===== config.mk =====
export PLATFORM = sky130hd
export DESIGN_NAME = pc_gen_flat
export DESIGN_NICKNAME = d
export VERILOG_FILES = /design/src/rtl/pc_gen_if.sv /design/src/rtl/pc_gen.sv /design/src/flat_wrapper.sv
export SDC_FILE = /design/constraint.sdc
export NUM_CORES = 1
export LEC_CHECK = 0
export BUFFER_PORTS_ARGS = -buffer_cell sky130_fd_sc_hd__clkbuf_2
export CAP_MARGIN = 0
export CORE_ASPECT_RATIO = 1.1
export CORE_MARGIN = 5
export CORE_UTILIZATION = 48
export DETAILED_ROUTE_END_ITERATION = 16
export PLACE_DENSITY = 0.74
export SYNTH_ARGS = -nofsm -noshare
export SYNTH_HDL_FRONTEND = slang
export SYNTH_SLANG_ARGS = --single-unit

===== constraint.sdc =====
create_clock -name Clk -period 1.85 [get_ports Clk]
set_input_delay 0.37 -clock Clk [delete_from_list [all_inputs] [get_ports Clk]]
set_output_delay 0.37 -clock Clk [all_outputs]
set_load 0.03 [all_outputs]

===== src/rtl/pc_gen_if.sv =====
// Fetch-side bundle of pc_gen: redirect requests in, fetch address and enable out.
interface pc_gen_if #(
    parameter int unsigned ADDR_W = 32
);
    logic [5:0]        stall;
    logic              flush;
    logic [ADDR_W-1:0] new_pc;
    logic              branch_flag_i;
    logic [ADDR_W-1:0] branch_target_address_i;
    logic [ADDR_W-1:0] pc;
    logic              ce;
    logic              pc_misaligned;

    modport master (
        output stall, flush, new_pc, branch_flag_i, branch_target_address_i,
        input  pc, ce, pc_misaligned
    );

    modport slave (
        input  stall, flush, new_pc, branch_flag_i, branch_target_address_i,
        output pc, ce, pc_misaligned
    );
endinterface


===== src/rtl/pc_gen.sv =====
// Program-counter generator: flush > stall-hold > live branch > pending branch > sequential.
// A branch raised while fetch is stalled is parked and applied when the stall lifts.
module pc_gen #(
    parameter int unsigned       ADDR_W       = 32,
    parameter logic [ADDR_W-1:0] RESET_VECTOR = '0,
    parameter int unsigned       STEP         = 4,
    parameter int unsigned       ALIGN_BITS   = 2
) (
    input logic       Clk,
    input logic       Rst,
    pc_gen_if.slave   bus
);
    localparam logic [ADDR_W-1:0] StepW     = ADDR_W'(STEP);
    localparam logic [ADDR_W-1:0] AlignMask = ADDR_W'((64'd1 << ALIGN_BITS) - 64'd1);

    logic [ADDR_W-1:0] pc_q, pc_d;
    logic              ce_q, ce_d;
    logic              pend_valid_q, pend_valid_d;
    logic [ADDR_W-1:0] pend_target_q, pend_target_d;
    logic              pc_misaligned_q, pc_misaligned_d;

    // Only the fetch stall bit matters to this stage.
    logic unused_stall;
    assign unused_stall = ^bus.stall[5:1];

    always_comb begin
        pc_d          = pc_q;
        ce_d          = ce_q;
        pend_valid_d  = pend_valid_q;
        pend_target_d = pend_target_q;

        if (!ce_q) begin
            ce_d = 1'b1;
            pc_d = RESET_VECTOR;
        end else if (bus.flush) begin
            pc_d         = bus.new_pc;
            pend_valid_d = 1'b0;
        end else if (bus.stall[0]) begin
            if (bus.branch_flag_i) begin
                pend_valid_d  = 1'b1;
                pend_target_d = bus.branch_target_address_i;
            end
        end else if (bus.branch_flag_i) begin
            pc_d         = bus.branch_target_address_i;
            pend_valid_d = 1'b0;
        end else if (pend_valid_q) begin
            pc_d         = pend_target_q;
            pend_valid_d = 1'b0;
        end else begin
            pc_d = pc_q + StepW;
        end

        // AlignMask is zero when ALIGN_BITS is zero, which ties the flag low.
        pc_misaligned_d = |(pc_d & AlignMask);
    end

    always_ff @(posedge Clk) begin
        if (Rst) begin
            pc_q            <= RESET_VECTOR;
            ce_q            <= 1'b0;
            pend_valid_q    <= 1'b0;
            pend_target_q   <= '0;
            pc_misaligned_q <= 1'b0;
        end else begin
            pc_q            <= pc_d;
            ce_q            <= ce_d;
            pend_valid_q    <= pend_valid_d;
            pend_target_q   <= pend_target_d;
            pc_misaligned_q <= pc_misaligned_d;
        end
    end

    assign bus.pc            = pc_q;
    assign bus.ce            = ce_q;
    assign bus.pc_misaligned = pc_misaligned_q;
endmodule


===== src/flat_wrapper.sv =====
// flat-port wrapper written by rule: the top's interface ports become plain ports
module pc_gen_flat 
#(
    parameter int unsigned       ADDR_W       = 32,
    parameter logic [ADDR_W-1:0] RESET_VECTOR = '0,
    parameter int unsigned       STEP         = 4,
    parameter int unsigned       ALIGN_BITS   = 2
)
  (Clk, Rst, bus_stall, bus_flush, bus_new_pc, bus_branch_flag_i, bus_branch_target_address_i, bus_pc, bus_ce, bus_pc_misaligned);
  pc_gen_if #(.ADDR_W(ADDR_W)) bus_i ();
  input logic Clk;
  input logic Rst;
  input wire logic [$bits(bus_i.stall)-1:0] bus_stall;
  input wire logic [$bits(bus_i.flush)-1:0] bus_flush;
  input wire logic [$bits(bus_i.new_pc)-1:0] bus_new_pc;
  input wire logic [$bits(bus_i.branch_flag_i)-1:0] bus_branch_flag_i;
  input wire logic [$bits(bus_i.branch_target_address_i)-1:0] bus_branch_target_address_i;
  output wire logic [$bits(bus_i.pc)-1:0] bus_pc;
  output wire logic [$bits(bus_i.ce)-1:0] bus_ce;
  output wire logic [$bits(bus_i.pc_misaligned)-1:0] bus_pc_misaligned;
  assign bus_i.stall = bus_stall;
  assign bus_i.flush = bus_flush;
  assign bus_i.new_pc = bus_new_pc;
  assign bus_i.branch_flag_i = bus_branch_flag_i;
  assign bus_i.branch_target_address_i = bus_branch_target_address_i;
  assign bus_pc = bus_i.pc;
  assign bus_ce = bus_i.ce;
  assign bus_pc_misaligned = bus_i.pc_misaligned;
  pc_gen #(.ADDR_W(ADDR_W), .RESET_VECTOR(RESET_VECTOR), .STEP(STEP), .ALIGN_BITS(ALIGN_BITS)) u_core (.Clk(Clk), .Rst(Rst), .bus(bus_i));
endmodule

==> impl_metrics.tcl <==
set metrics [dict create \
    outcome "complete, no violations" \
    htreeDepth 3 \
    switchingPower_mw 1.04 \
    initial_core_util 0.490 \
    slew_headroom 0.710 \
    power.share.clock 0.437 \
    critPathLaunchType "flip-flop" \
    fin_crit_sh 0.955 \
    cts.clk_slew.worst_paths_ns 0.08 \
    worstReg2RegEnd "u_core.bus.pc[29]" \
    grt_setup_unrepaired "true" \
    synth-edff-count 0 \
    clk-insertion-delay-late_ns 0.35 \
    worstMarginPinSlew_ns 0.432 \
    drc 0 \
    die_y_um 104 \
    crit_required_ns 2.13 \
    die_width_um 95.7 \
    drtIter0Drc 558 \
    root_buffer "clkbuf_8" \
    num_io_pins 108 \
    maxCapViolations 0 \
    cts_hold_buf 0 \
    yosysWarnings 0 \
    finalSetupViolations 0 \
    grt_overflow 0 \
    ir_drop_uv 441 \
    reg2reg_depth 6 \
    post-dp-hpwl_um 9860 \
    grt_max_degree 25 \
    whs_ns 0.240 \
    internal_power_mw 2.81 \
    fin_cells 757 \
    final_cell_mix "nand2_1 (105), clkbuf_2 (102), a21oi_1 (69)" \
    dieArea_um2 9980 \
    syn_nets 602 \
    crit_type "reg2reg" \
    pwr-share-seq 0.400 \
    cp_max_fo 7 \
    total_power_mw 3.85 \
    core_um2 7910 \
    switching_share 0.271 \
    drive_above_1_share 0.299 \
    vias 4478 \
    worstReg2RegStart "u_core.bus.pc[9]" \
    synthFlopType "dfxtp_1" \
    synth-seq-cells 67 \
    syn_avg_cell_area_um2 7.36 \
    synth_cells 527 \
    regToRegSetupSlack_ns 0.08 \
    hold_viol 0 \
    fmax_ghz 0.566 \
    grt_pass1_wl_um 21600 \
    synthArstFlopShare 0 \
    crit_path_end "u_core.bus.pc[29]" \
    final_antenna_net_count 0 \
    slew_viol_final 0 \
    p_comb_frac 0.163 \
    drt_pass1_iterations 5 \
    detail_route.wl_per_cell_um 17.6 \
    cts_buffers 9 \
    synth_area_um2 3880 \
    synth-seq-area-share 0.346 \
    cp.arrival_ns 2.04 \
    end_kind "flip-flop" \
    syn_to_final_growth_pct 30.7 \
    pwr_density_cell_nw_per_um2 760 \
    antennaDiodeCount 0 \
    first_global_vias 4260 \
    place_congestion 0.931 \
    leakage_nw 2.02 \
    antenna_found_initial 0 \
    cts_max_path_buffers 2 \
    final_nets 719 \
    cts.sinks 67 \
    final_common_cell "nand2_1" \
    grt_use_total 0.273 \
    io_buffers 102 \
    fillers 736 \
    std_cell_rows 34 \
    dp_cells 741 \
    wl_um 13300 \
    cts_tree "yes" \
    crit_start "u_core.bus.pc[9]" \
    worst_clock_skew_ns 0.00653 \
    viasPerCell 5.92 \
    synth_cell_type_count 53 \
    holdCritPathClass "in2reg" \
    finalCriticalPeriod_ns 1.77 \
    utilization 0.641 \
]
-- state kept, by name, indices dropped and copies added (netlist names) --
signal / count
u_core.pend_target_q: 32
u_core.bus.pc_misaligned: 1
u_core.bus.pc: 32
u_core.pend_valid_q: 1
u_core.bus.ce: 1
-- worst max-delay path, cell delays in order, from the launching register on --
cell     delay (ns)
dfxtp_2        0.42
nand4_4        0.14
buf_4          0.19
nor3_1         0.40
nand4_1        0.20
xor2_1         0.18
o22ai_1        0.16
-- cell type report --
class / instances / area [um^2] / share of cell area
multi-input cells: 407 / 2370 / 0.467
flip-flops and latches: 67 / 1360 / 0.269
repair buffers: 148 / 893 / 0.176
clock buffers: 10 / 138 / 0.0271
clock inverters: 6 / 135 / 0.0267
well taps: 108 / 135 / 0.0267
inverters: 11 / 41.3 / 0.00814
-- repair_timing --
action | in CTS | in global routing
buffers inserted | 0 | 0
endpoints found under the setup margin | 0 | 3
resized for setup | 0 | 6
hold endpoints to repair | 0 | 0
-- how the worst min path moves through the flow --
stage	startpoint	endpoint	slack, ns	cells past startpoint
floorplan	u_core.pend_target_q[10]	u_core.pend_target_q[10]	0.43	2
global placement	u_core.pend_target_q[12]	u_core.pend_target_q[12]	0.44	2
detailed placement	u_core.pend_target_q[5]	u_core.pend_target_q[5]	0.44	2
CTS	bus_branch_target_address_i[21]	u_core.pend_target_q[21]	0.24	3
global route	bus_branch_target_address_i[8]	u_core.pend_target_q[8]	0.24	3
finish	bus_branch_target_address_i[21]	u_core.pend_target_q[21]	0.24	3
-- logic make-up (layout without fill, tap and decap cells) --
kind of cell,after synthesis,in the layout,share of synthesized area
muxes,11,11,0.0287
AOI/OAI and AO/OA,168,168,0.262
DFF,67,67,0.346
xor gates and xnor gates,17,17,0.0384
adders and majority gates,1,1,0.00322
and+or+nand+nor,210,210,0.269
buffers and inverters,53,175,0.0535
-- per-stage QoR --
step / worst slack [ns] / TNS [ns] / cell area, um^2
finish: 0.0840 / 0 / 5070
global route: -0.0254 / -0.0254 / 5070
CTS: 0.0363 / 0 / 5040
detailed placement: 0.0676 / 0 / 4770
global placement: 0.0611 / 0 / 4770
floorplan: -0.000624 / -0.000624 / 3910
-- cells in the mapped netlist (5+ instances only) --
cell / count / area [um^2]
inv_1: 6 / 22.5
and2_1: 9 / 56.3
nand2_1: 105 / 394
xor2_1: 8 / 70.1
o221ai_1: 7 / 61.3
nand3b_1: 5 / 37.5
o22ai_1: 15 / 93.8
nor4_1: 6 / 37.5
a22oi_1: 7 / 52.6
nand4_1: 14 / 87.6
nor3_1: 8 / 40.0
nor2_1: 16 / 60.1
nand3_1: 24 / 120
a21oi_1: 69 / 345
xnor2_1: 9 / 78.8
o211ai_1: 6 / 45.0
o21ai_0: 24 / 120
clkbuf_1: 34 / 128
a31oi_1: 13 / 81.3
dfxtp_1: 67 / 1340
buf_2: 7 / 35.0
mux2i_1: 10 / 100
-- layer usage --
layer | up-vias | share of wire | global-route usage
li1 | 2154 | - | -
met1 | 2083 | 0.43 | 0.386
met2 | 219 | 0.46 | 0.407
met3 | 22 | 0.091 | 0.0651
met4 | 0 | 0.016 | 0.0793
met5 | - | 0 | 0
-- power by group through the flow --
stage	clock [mW]	sequential, mW	combinational [mW]
after CTS	1.70	1.54	0.617
final	1.68	1.54	0.628
after global routing	1.78	1.55	0.679
after global placement	0	1.57	0.606
after floorplan	0	1.63	0.281
after detailed placement	0	1.57	0.614
Note: power is estimated with default switching activity, not from simulation.
